[config.mk]
export PLATFORM = sky130hd
export DESIGN_NAME = tick_prescaler
export DESIGN_NICKNAME = d
export VERILOG_FILES = /design/src/rtl/tick_prescaler.sv
export SDC_FILE = /design/constraint.sdc
export NUM_CORES = 1
export LEC_CHECK = 0
export ABC_AREA = 1
export CAP_MARGIN = 20
export CELL_PAD_IN_SITES_DETAIL_PLACEMENT = 1
export CELL_PAD_IN_SITES_GLOBAL_PLACEMENT = 1
export CORE_MARGIN = 5
export CORE_UTILIZATION = 37
export CTS_BUF_LIST = sky130_fd_sc_hd__clkbuf_8
export CTS_CLUSTER_DIAMETER = 200
export DETAILED_ROUTE_END_ITERATION = 6
export GPL_TIMING_DRIVEN = 0
export HOLD_SLACK_MARGIN = 0.03
export PLACE_DENSITY_LB_ADDON = 0.1
export SKIP_LAST_GASP = 1
export SYNTH_ARGS = -nofsm -noshare
export SYNTH_HDL_FRONTEND = slang
export SYNTH_SLANG_ARGS = --single-unit
[constraint.sdc]
create_clock -name CLK -period 3.9 [get_ports CLK]
set_input_delay 0.78 -clock CLK [delete_from_list [all_inputs] [get_ports CLK]]
set_output_delay 0.78 -clock CLK [all_outputs]
set_load 0.01 [all_outputs]
[src/rtl/tick_prescaler.sv]
// tick_prescaler: programmable clock-enable generator, one CE pulse every DIV+1 clocks with run/stop and manual step
// Ports: CLK clock; RESET sync active-high; DIV period minus one; RUN level enable; STEP manual step (rising edge);
//   CE registered one-cycle tick; COUNT divider count; RUNNING state flag; TICKS pulse count.
// Optional: define TICK_PRESCALER_TICKCNT_EN to build the TICKS counter, otherwise TICKS is tied to 0.
module tick_prescaler #(
  parameter int WIDTH = 22,
  parameter int TICKW = 8
) (
  input  logic             CLK,
  input  logic             RESET,
  input  logic [WIDTH-1:0] DIV,
  input  logic             RUN,
  input  logic             STEP,
  output logic             CE,
  output logic [WIDTH-1:0] COUNT,
  output logic             RUNNING,
  output logic [TICKW-1:0] TICKS
);
  localparam logic [0:0] ST_STOP = 1'b0;
  localparam logic [0:0] ST_RUN  = 1'b1;
  logic [0:0]       state_q, state_d;
  logic [WIDTH-1:0] count_q, count_d, period_q, period_d;
  logic             ce_q, ce_d, step_q;
  // period is latched only while stopped or at a tick, so a period in progress keeps its length
  always_comb begin
    state_d  = state_q;
    count_d  = '0;
    period_d = period_q;
    ce_d     = 1'b0;
    if (state_q == ST_STOP) begin
      period_d = DIV;
      state_d  = RUN ? ST_RUN : ST_STOP;
      ce_d     = !RUN && STEP && !step_q;
    end else if (!RUN) begin
      state_d = ST_STOP;
    end else if (count_q == period_q) begin
      ce_d     = 1'b1;
      period_d = DIV;
    end else begin
      count_d = count_q + 1'b1;
    end
  end
  always_ff @(posedge CLK) begin
    if (RESET) begin
      state_q  <= ST_STOP;
      count_q  <= '0;
      period_q <= DIV;
      ce_q     <= 1'b0;
      step_q   <= 1'b0;
    end else begin
      state_q  <= state_d;
      count_q  <= count_d;
      period_q <= period_d;
      ce_q     <= ce_d;
      step_q   <= STEP;
    end
  end
  assign CE      = ce_q;
  assign COUNT   = count_q;
  assign RUNNING = (state_q == ST_RUN);
`ifdef TICK_PRESCALER_TICKCNT_EN
  logic [TICKW-1:0] ticks_q;
  always_ff @(posedge CLK) begin
    if (RESET) ticks_q <= '0;
    else if (ce_d) ticks_q <= ticks_q + 1'b1;
  end
  assign TICKS = ticks_q;
`else
  assign TICKS = '0;
`endif
endmodule

* Word-level counts from Yosys, hierarchy flattened
Cells that the tools add are included.
** Cells by class
- Add/subtract/negate cells :: 1
- Eq/ne operators :: 3
- Muxes and demuxes :: 8
- Bitwise gates (word level) :: 2
- Reduce and logical (&&, ||, !) cells :: 6
** Operator list (count)
- $mux 22 :: 4
- $add 22x1->22 const B :: 1
- $eq 22x22->1 :: 1
- $mux 1 :: 4
- $reduce_or 4->1 :: 1
- $ne 3x2->1 const B :: 1
- $ne 3x3->1 const B :: 1
- $logic_and 1x1->1 :: 2
- $logic_not 1->1 :: 2
- $not 1->1 :: 2
- $reduce_and 2->1 :: 1
** Storage, ports and cells
- Flip-flop bits (word level) :: 47
- Output and inout bits :: 32

* Depth between registers and ports, before layout
Gate-level depths: netlist of run 1.
- Depth in word-level cells :: 5
- Mapped depth :: 12

* Least setup slack after synthesis of run 1
Ideal clock, no wire load.
- Kind :: register to register
- Start point :: register count_q[0], in the netlist COUNT[0]
- End point :: register period_q[0] (enable)
- Library setup time :: 0.432 ns
- Arrival time :: 2.602 ns
- Data required time :: 3.468 ns
- Path slack :: 0.866 ns
- Cell stages (with the launch flop) :: 9
- Clock period less this slack :: 3.034 ns
- Path through :: dfxtp_1 -> nand2_1 -> nand2_1 -> nand2_1 -> nor2_1 -> nand2_1 -> nor2_2 -> nand2_2 -> o21ai_0
** Between the ends
- Longest elaborated chain between the ends :: 3
** RTL lines
- start: declaration :: line 22 : logic [WIDTH-1:0] count_q, count_d, period_q, period_d;
- start signal: assignment :: line 52 : count_q <= count_d;
- $eq 22x22->1 :: line 36 : end else if (count_q == period_q) begin
- $ne 3x2->1 (no line)
- $reduce_and 2->1 (no line)
- end signal: assignment :: line 53 : period_q <= period_d;
- end: declaration :: line 22
No other way between the ends.
A chain may end at the register's enable or synchronous reset.

* Worst setup path in the final report of run 1
- Start point :: register count_q[9], in the netlist COUNT[9]
- End point :: register period_q[15] (enable)
The elaborated chain is that of the path after synthesis.

==> results of run 1 <==
==> cell families (layout without fill, tap and decap cells) <==
group / after synthesis / after routing / share of synthesized area
other: 1 / 8 / 0.00158
buffers and inverters: 53 / 111 / 0.113
AOI/OAI and AO/OA: 2 / 2 / 0.00422
xor gates and xnor gates: 27 / 27 / 0.103
adders and majority gates: 1 / 1 / 0.00527
and+or+nand+nor: 153 / 153 / 0.283
DFF: 47 / 47 / 0.489
==> where the power goes <==
group | internal [mW] | total (mW) | switching, mW
combinational | 0.0423 | 0.0722 | 0.0299
clock | 0.141 | 0.301 | 0.161
sequential | 0.534 | 0.542 | 0.00827
total | 0.717 | 0.916 | 0.199
==> metal layers <==
| layer | global-route usage | vias up | share of wire |
|---|---|---|---|
| li1 | - | 976 | - |
| met1 | 0.172 | 904 | 0.44 |
| met2 | 0.259 | 35 | 0.50 |
| met3 | 0.0401 | 8 | 0.045 |
| met4 | 0.0484 | 0 | 0.015 |
| met5 | 0 | - | 0 |
==> registers in the layout (all words and copies together), names as in the netlist <==
| name | count |
|---|---|
| CE | 1 |
| step_q | 1 |
| COUNT | 22 |
| RUNNING | 1 |
| period_q | 22 |
==> worst max path at each step <==
stage	from	end	slack, ns	cells past startpoint
after global routing	COUNT[9]	period_q[10]	1.40	9
after CTS	COUNT[9]	period_q[12]	1.50	9
final	COUNT[9]	period_q[15]	1.61	9
after global placement	RUN	period_q[8]	-0.45	3
after floorplan	COUNT[0]	period_q[0]	0.87	8
after detailed placement	RUN	period_q[9]	1.37	4
==> worst reg2reg max path, cell delays in order, from the launching register on <==
cell,delay [ns]
dfxtp_1,0.46
inv_2,0.07
nand2_1,0.07
nand2_1,0.07
nor2_1,0.11
nand2_1,0.11
nor2_1,0.23
nand2_2,0.12
o21ai_2,0.53
buf_8,0.25
==> stage by stage <==
| stage | hold slack (ns) | power (mW) | utilization | cell area (um2) | setup TNS, ns |
|---|---|---|---|---|---|
| after floorplan | 0.468 | 0.588 | - | 2400 | 0 |
| after global placement | 0.500 | 0.622 | 0.476 | 2990 | -9.77 |
| after detailed placement | 0.508 | 0.627 | 0.479 | 3000 | 0 |
| after CTS | 0.521 | 0.931 | 0.493 | 3100 | 0 |
| after global routing | 0.588 | 0.960 | 0.493 | 3100 | 0 |
| final | 0.509 | 0.916 | 0.493 | 3100 | 0 |
==> cell usage after synthesis (2+ instances only) <==
master,count
dfxtp_1,25
nand2_1,73
inv_2,4
inv_1,36
nor2_2,12
buf_6,3
nor3_1,4
xor2_1,21
buf_4,8
nand3_1,10
xnor2_1,5
nand4_1,7
edfxtp_1,22
nor2_1,42
o21ai_0,2
==> cell type report <==
cell class                 count  area share
sequential                    47       0.375
multi-input combinational    191       0.314
timing repair buffer          50       0.163
inverter                      40      0.0485
buffer                        13      0.0384
tap                           77      0.0311
clock buffer                   6      0.0267
clock inverter                 2     0.00283
==> results.sh, run 1 <==
export IMPL_p_per_area_nw_per_um2=296
export IMPL_grt_max_degree=15
export IMPL_dr_pass1_iters=4
export IMPL_diodes=0
export IMPL_worst_slack_ns=1.61
export IMPL_fin_skew_ns=0.00480
export IMPL_num_io_pins=58
export IMPL_cts_resized_gates=0
export IMPL_max_stage_delay_ns=0.53
export IMPL_place_congestion=0.799
export IMPL_stdcell_count=426
export IMPL_mostFrequentLayoutCells="nand2_1 (73), clkdlybuf4s50_1 (49), nor2_1 (42)"
export IMPL_crit_path_end_kind="flop"
export IMPL_synth_area_leader_cell="edfxtp_1"
export IMPL_hp_start="step_q"
export IMPL_fmax_ghz=0.437
export IMPL_whs_path_depth=3
export IMPL_grt_first_pass_wirelength_um=9700
export IMPL_numCtsBuffers=5
export IMPL_hpwl_um=4630
export IMPL_post_place_cells=418
export IMPL_register_area_um2=1160
export IMPL_finalCriticalPeriod_ns=2.29
export IMPL_rsz0062_at_grt="no"
export IMPL_syn_cell_area_um2=2370
export IMPL_p_leak_nw=1.24
export IMPL_worstHoldPathType="reg2reg"
export IMPL_area_growth_pct=30.5
export IMPL_crit_buf_inv=2
export IMPL_critPathArrivalTime_ns=2.31
export IMPL_fin_nets=375
export IMPL_drcViolationCount=0
export IMPL_die_x_um=90.1
export IMPL_synth_warnings=0
export IMPL_status="completed"
export IMPL_crit_top_cell="nand2_1"
export IMPL_track_usage=0.147
export IMPL_cp_max_fo=12
export IMPL_core_area_um2=6280
export IMPL_clk_latency_ns=0.30
export IMPL_multiInputGateArea_um2=972
export IMPL_synth_top_area_frac=0.278
export IMPL_vias=1923
export IMPL_antenna_found_initial=0
export IMPL_critPathTopFamily="simple AND/OR/NAND/NOR gates"
export IMPL_die_y_um=90.1
export IMPL_cp_data_required_time_ns=3.92
export IMPL_setup_viol=0
export IMPL_cts_htree_levels=2
export IMPL_drt_wl_total_um=5780
export IMPL_die_area_um2=8110
export IMPL_final_layout_size_suffix_gt1_frac=0.123
export IMPL_regToRegStartpoint="COUNT[9]"
export IMPL_antenna_left=0
export IMPL_root_buffer="clkbuf_8"
export IMPL_grt_pass1_vias=2007
export IMPL_path_cells="inv_2, nand2_1, nand2_1, nor2_1, nand2_1, nor2_1, nand2_2, o21ai_2, buf_8"
export IMPL_drv_slew=0
export IMPL_seq_area_frac_synth=0.489
export IMPL_ys_seq_elements=47
export IMPL_cts_tree="built"
export IMPL_vias_per_cell=4.51
export IMPL_r2r_cells=9
export IMPL_yosysUniqueCellTypes=25
export IMPL_fill_cells=771
export IMPL_hold_buffers=0
export IMPL_clock_sinks=47
export IMPL_slew_headroom=0.569
export IMPL_regToRegSetupSlack_ns=1.61
export IMPL_reg2reg_to="period_q[15]"
export IMPL_maxCapViolCount=0
export IMPL_tightestPinTransition_ns=0.646
export IMPL_synth_area_leaders="edfxtp_1 (28%), dfxtp_1 (21%), nand2_1 (12%)"
export IMPL_pre_cts_slack_ns=1.37
export IMPL_overflow=0
export IMPL_wl_per_cell_um=13.6
export IMPL_synth_edf_count=22
export IMPL_start_util=0.378
export IMPL_io_buffer_count=49
export IMPL_crit_type="reg2reg"
export IMPL_rows=29
export IMPL_hold_viol_final=0
export IMPL_slowest_stage="o21ai_2"
export IMPL_start_kind="flop"
export IMPL_clk_path_buf_depth=2
export IMPL_final_common_cell="nand2_1"
export IMPL_synth_flop_cell="dfxtp_1"
export IMPL_synthCells=284
export IMPL_hold_end="CE"
export IMPL_avgSynthCellArea_um2=8.35
export IMPL_cts_setup_buffers=0
export IMPL_cts_reportedPaths_clkPinSlew_ns=0.08
export IMPL_drt_iter0_markers=70
export IMPL_ir_worst_vdd_v=0.000156
export IMPL_finalCritPeriodShare=0.587
export IMPL_synthArstFlopShare=0
No activity file was read; power rests on OpenSTA's default activity.
==> inputs of run 2 (changes only) <==
clock period = 2.15 ns   (was 3.9 ns; I/O delays follow)
==> results.sh, run 2 (synthesis results as in run 1) <==
export IMPL_finalCriticalPeriod_ns=1.91
export IMPL_hold_viol_final=0
export IMPL_cts_tree="built"
export IMPL_hold_end="CE"
export IMPL_root_buffer="clkbuf_8"
export IMPL_grt_first_pass_wirelength_um=9300
export IMPL_drt_iter0_markers=76
export IMPL_post_place_cells=418
export IMPL_slowest_stage="dfxtp_1"
export IMPL_whs_path_depth=3
export IMPL_grt_pass1_vias=2014
export IMPL_stdcell_count=427
export IMPL_drt_wl_total_um=5590
export IMPL_sw_frac_of_total=0.210
export IMPL_crit_path_end_kind="flop"
export IMPL_final_common_cell="nand2_1"
export IMPL_pre_cts_slack_ns=-0.172
export IMPL_p_leak_nw=1.25
export IMPL_start_kind="flop"
export IMPL_p_switching_mw=0.356
export IMPL_p_int_mw=1.34
export IMPL_rows=29
export IMPL_grt_max_degree=14
export IMPL_path_cells="nand2_1, nand2_1, nand2_1, nor2_1, nand2_1, nor2_2, nand2_2, o21ai_4, buf_8"
export IMPL_die_x_um=90.1
export IMPL_hold_buffers=0
export IMPL_vias=1894
export IMPL_dr_pass1_iters=4
export IMPL_drcViolationCount=0
export IMPL_fin_nets=376
export IMPL_cts_htree_levels=2
export IMPL_track_usage=0.140
export IMPL_final_layout_size_suffix_gt1_frac=0.126
export IMPL_maxCapViolCount=0
export IMPL_place_congestion=0.765
export IMPL_finalPower_mw=1.69
export IMPL_wl_per_cell_um=13.1
export IMPL_hpwl_um=4520
export IMPL_die_area_um2=8110
export IMPL_crit_buf_inv=1
export IMPL_num_io_pins=58
export IMPL_clk_latency_ns=0.30
export IMPL_setup_viol=0
export IMPL_overflow=0
export IMPL_critPathTopFamily="simple AND/OR/NAND/NOR gates"
export IMPL_fin_skew_ns=0.00883
export IMPL_fmax_ghz=0.523
export IMPL_crit_top_cell="nand2_1"
export IMPL_r2r_cells=9
export IMPL_p_clk_frac=0.340
export IMPL_diodes=0
export IMPL_core_area_um2=6280
export IMPL_io_buffer_count=49
export IMPL_mostFrequentLayoutCells="nand2_1 (73), clkdlybuf4s50_1 (49), nor2_1 (42)"
export IMPL_utilization=0.499
export IMPL_reg2reg_to="period_q[8]"
export IMPL_antenna_left=0
export IMPL_antenna_found_initial=0
export IMPL_crit_type="reg2reg"
export IMPL_die_y_um=90.1
export IMPL_cp_max_fo=12
export IMPL_finalCritPeriodShare=0.889
export IMPL_ir_worst_vdd_v=0.000257
export IMPL_worst_slack_ns=0.240
export IMPL_regToRegSetupSlack_ns=0.24
export IMPL_vias_per_cell=4.44
export IMPL_numCtsBuffers=5
export IMPL_cts_reportedPaths_clkPinSlew_ns=0.08
export IMPL_regToRegStartpoint="COUNT[0]"
export IMPL_p_per_area_nw_per_um2=541
export IMPL_hp_start="step_q"
export IMPL_area_growth_pct=32.0
export IMPL_start_util=0.378
export IMPL_cp_data_required_time_ns=2.16
export IMPL_pwr_share_seq=0.581
export IMPL_status="completed"
export IMPL_drv_slew=0
export IMPL_worstHoldPathType="reg2reg"
export IMPL_clk_path_buf_depth=2
export IMPL_rsz0062_at_grt="no"
export IMPL_critPathArrivalTime_ns=1.92
export IMPL_clock_sinks=47
export IMPL_max_stage_delay_ns=0.51
export IMPL_power_frac_comb=0.079
-- run 2: cell count changes in the layout (fill, tap and decap cells not counted) --
cell | previous run | this run
buf_12 | 1 | 2
clkbuf_8 | 6 | 7
clkinv_2 | 1 | 0
o21ai_2 | 1 | 0
o21ai_4 | 0 | 1
-- run 2: worst max path at each step --
stage          startpoint           to  slack [ns]  cells past startpoint
4_1_cts          COUNT[0]  period_q[8]        0.22                      9
5_1_grt          COUNT[9]  period_q[8]        0.09                      9
2_1_floorplan    COUNT[0]  period_q[0]        0.13                      8
3_3_place_gp     COUNT[9]  period_q[8]       -0.39                      8
3_5_place_dp     COUNT[0]  period_q[8]       -0.17                      9
6_report         COUNT[0]  period_q[8]        0.24                      9
-- run 2: layer usage --
layer,GRT usage,vias up,share of wire
met5,0,-,0
met4,0.0409,0,0.013
met3,0.0401,7,0.053
met2,0.245,33,0.49
met1,0.166,872,0.44
li1,-,982,-
-- run 2: timing repair --
| item | in CTS | in global routing |
|---|---|---|
| resized for setup | 1 | 0 |
| endpoints found under the setup margin | 22 | 0 |
| setup buffers | 1 | 0 |
-- run 2: cell type report --
cell class                      instances  area [um2]
Clock inverter                          1        3.75
Inverter                               40         150
Timing Repair Buffer                   51         526
Fill cell                             758        3150
Multi-Input combinational cell        191         980
Clock buffer                            7        96.3
Buffer                                 13         119
Sequential cell                        47        1160
Tap cell                               77        96.3
-- run 2: worst min-delay path, delay by kind of cell, from the launching register on --
family / cells / cell delay, ns
flops: 1 / 0.32
simple gates: 3 / 0.16
-- run 2: through the flow --
stage               setup TNS (ns)  hold WS (ns)  cell area (um2)
floorplan                        0         0.468             2400
global placement             -8.55         0.500             2990
detailed placement           -2.05         0.511             3000
CTS                              0         0.527             3130
global route                     0         0.544             3130
finish                           0         0.517             3130
-- run 2: power groups by stage --
| stage | Sequential, mW | Clock, mW | Combinational, mW |
|---|---|---|---|
| 6_report | 0.984 | 0.576 | 0.134 |
| 5_1_grt | 0.988 | 0.628 | 0.149 |
| 3_5_place_dp | 1.00 | 0 | 0.131 |
| 4_1_cts | 0.984 | 0.602 | 0.136 |
| 2_1_floorplan | 1.00 | 0 | 0.0641 |
| 3_3_place_gp | 1.00 | 0 | 0.125 |
==> inputs of run 3 (changes only) <==
CORE_MARGIN = default   (was 5)
CTS_CLUSTER_SIZE = 14   (was default)
SLEW_MARGIN = 0   (was default)
==> results.sh, run 3 (synthesis results as in run 1) <==
export IMPL_hold_ws_ns=0.503
export IMPL_p_leak_nw=1.25
export IMPL_crit_buf_inv=2
export IMPL_track_usage=0.176
export IMPL_mostFrequentLayoutCells="nand2_1 (73), clkdlybuf4s50_1 (49), nor2_1 (42)"
export IMPL_crit_cells=9
export IMPL_antenna_left=0
export IMPL_r2r_cells=9
export IMPL_numCtsBuffers=5
export IMPL_root_buffer="clkbuf_8"
export IMPL_crit_path_end_kind="flop"
export IMPL_start_kind="flop"
export IMPL_critPathArrivalTime_ns=1.94
export IMPL_stdcell_count=425
export IMPL_cts_htree_levels=2
export IMPL_path_cells="inv_2, nand2_1, nand2_1, nor2_1, nand2_1, nor2_1, nand2_2, o21ai_4, buf_4"
export IMPL_utilization=0.515
export IMPL_dr_pass1_iters=4
export IMPL_num_io_pins=58
export IMPL_diodes=0
export IMPL_worstHoldPathType="reg2reg"
export IMPL_hold_end="CE"
export IMPL_vias_per_cell=4.56
export IMPL_finalCritPeriodShare=0.896
export IMPL_drt_iter0_markers=53
export IMPL_fin_nets=376
export IMPL_io_buffer_count=49
export IMPL_final_common_cell="nand2_1"
export IMPL_rsz0062_at_grt="no"
export IMPL_critPathTopFamily="simple AND/OR/NAND/NOR gates"
export IMPL_pre_cts_slack_ns=-0.152
export IMPL_start_util=0.391
export IMPL_final_layout_size_suffix_gt1_frac=0.126
export IMPL_rows=28
export IMPL_whs_path_depth=3
export IMPL_clk_path_buf_depth=2
export IMPL_fin_skew_ns=0.00872
export IMPL_cts_reportedPaths_clkPinSlew_ns=0.09
export IMPL_hpwl_um=4200
export IMPL_wl_per_cell_um=12.5
export IMPL_regToRegSetupSlack_ns=0.22
export IMPL_maxCapViolCount=0
export IMPL_crit_type="reg2reg"
export IMPL_cp_data_required_time_ns=2.16
export IMPL_core_area_um2=6060
export IMPL_die_y_um=82.1
export IMPL_worst_slack_ns=0.225
export IMPL_overflow=0
export IMPL_grt_first_pass_wirelength_um=8670
export IMPL_grt_max_degree=15
export IMPL_hp_start="step_q"
export IMPL_area_growth_pct=31.7
export IMPL_ir_worst_vdd_v=0.000366
export IMPL_grt_pass1_vias=1888
export IMPL_hold_viol_final=0
export IMPL_place_congestion=0.815
export IMPL_setup_viol=0
export IMPL_p_per_area_nw_per_um2=561
export IMPL_clock_sinks=47
export IMPL_drt_wl_total_um=5300
export IMPL_clk_latency_ns=0.31
export IMPL_cp_max_fo=8
export IMPL_antenna_found_initial=0
export IMPL_reg2reg_to="period_q[3]"
export IMPL_status="completed"
export IMPL_post_place_cells=416
export IMPL_hold_buffers=0
export IMPL_cts_tree="built"
export IMPL_finalCriticalPeriod_ns=1.93
export IMPL_die_x_um=82.1
export IMPL_drcViolationCount=0
export IMPL_crit_top_cell="nand2_1"
export IMPL_slowest_stage="dfxtp_1"
export IMPL_drv_slew=0
export IMPL_regToRegStartpoint="COUNT[9]"
export IMPL_vias=1940
export IMPL_max_stage_delay_ns=0.46
export IMPL_die_area_um2=6740
export IMPL_fmax_ghz=0.519
-- run 3: routing by layer --
layer / vias up / track usage / wire length (um)
met4: 0 / 0.0579 / 74
met1: 909 / 0.214 / 2380
met2: 44 / 0.304 / 2560
met5: - / 0 / 0
li1: 982 / - / -
met3: 5 / 0.0400 / 290
-- run 3: what timing repair did --
item | 4_1_cts | 5_1_grt
resized for setup | 1 | 0
buffers inserted | 1 | 0
endpoints found under the setup margin | 14 | 0
-- run 3: worst max-delay path by stage --
stage | startpoint | to | slack [ns]
2_1_floorplan | COUNT[0] | period_q[0] | 0.13
3_3_place_gp | COUNT[2] | period_q[6] | -0.44
3_5_place_dp | COUNT[2] | period_q[6] | -0.15
4_1_cts | COUNT[2] | period_q[3] | 0.18
5_1_grt | COUNT[9] | period_q[3] | 0.06
6_report | COUNT[9] | period_q[3] | 0.22
-- run 3: final cells by class --
| type | instances | area [um2] |
|---|---|---|
| Clock inverter | 3 | 38.8 |
| Inverter | 40 | 150 |
| Multi-Input combinational cell | 191 | 980 |
| Tap cell | 75 | 93.8 |
| Buffer | 13 | 119 |
| Timing Repair Buffer | 51 | 513 |
| Fill cell | 738 | 2940 |
| Sequential cell | 47 | 1160 |
| Clock buffer | 5 | 68.8 |
-- run 3: worst reg2reg max path, stage by stage, from the launching register on --
cell and delay (ns):
dfxtp_1 0.46, inv_2 0.07, nand2_1 0.06, nand2_1 0.05
nor2_1 0.10, nand2_1 0.06, nor2_1 0.26, nand2_2 0.16
o21ai_4 0.20, buf_4 0.21
-- run 3: power breakdown --
part	total [mW]	switching, mW	internal [mW]	leakage [nW]
clock	0.638	0.298	0.341	0.0556
combinational	0.131	0.0526	0.0779	0.760
sequential	0.984	0.0151	0.968	0.431
-- run 3: through the flow --
stage	area [um2]	total power, mW	setup TNS (ns)
finish	3120	1.75	0
global route	3120	1.83	0
CTS	3120	1.78	0
global placement	2990	1.13	-9.58
detailed placement	3000	1.14	-2.12
floorplan	2400	1.07	0
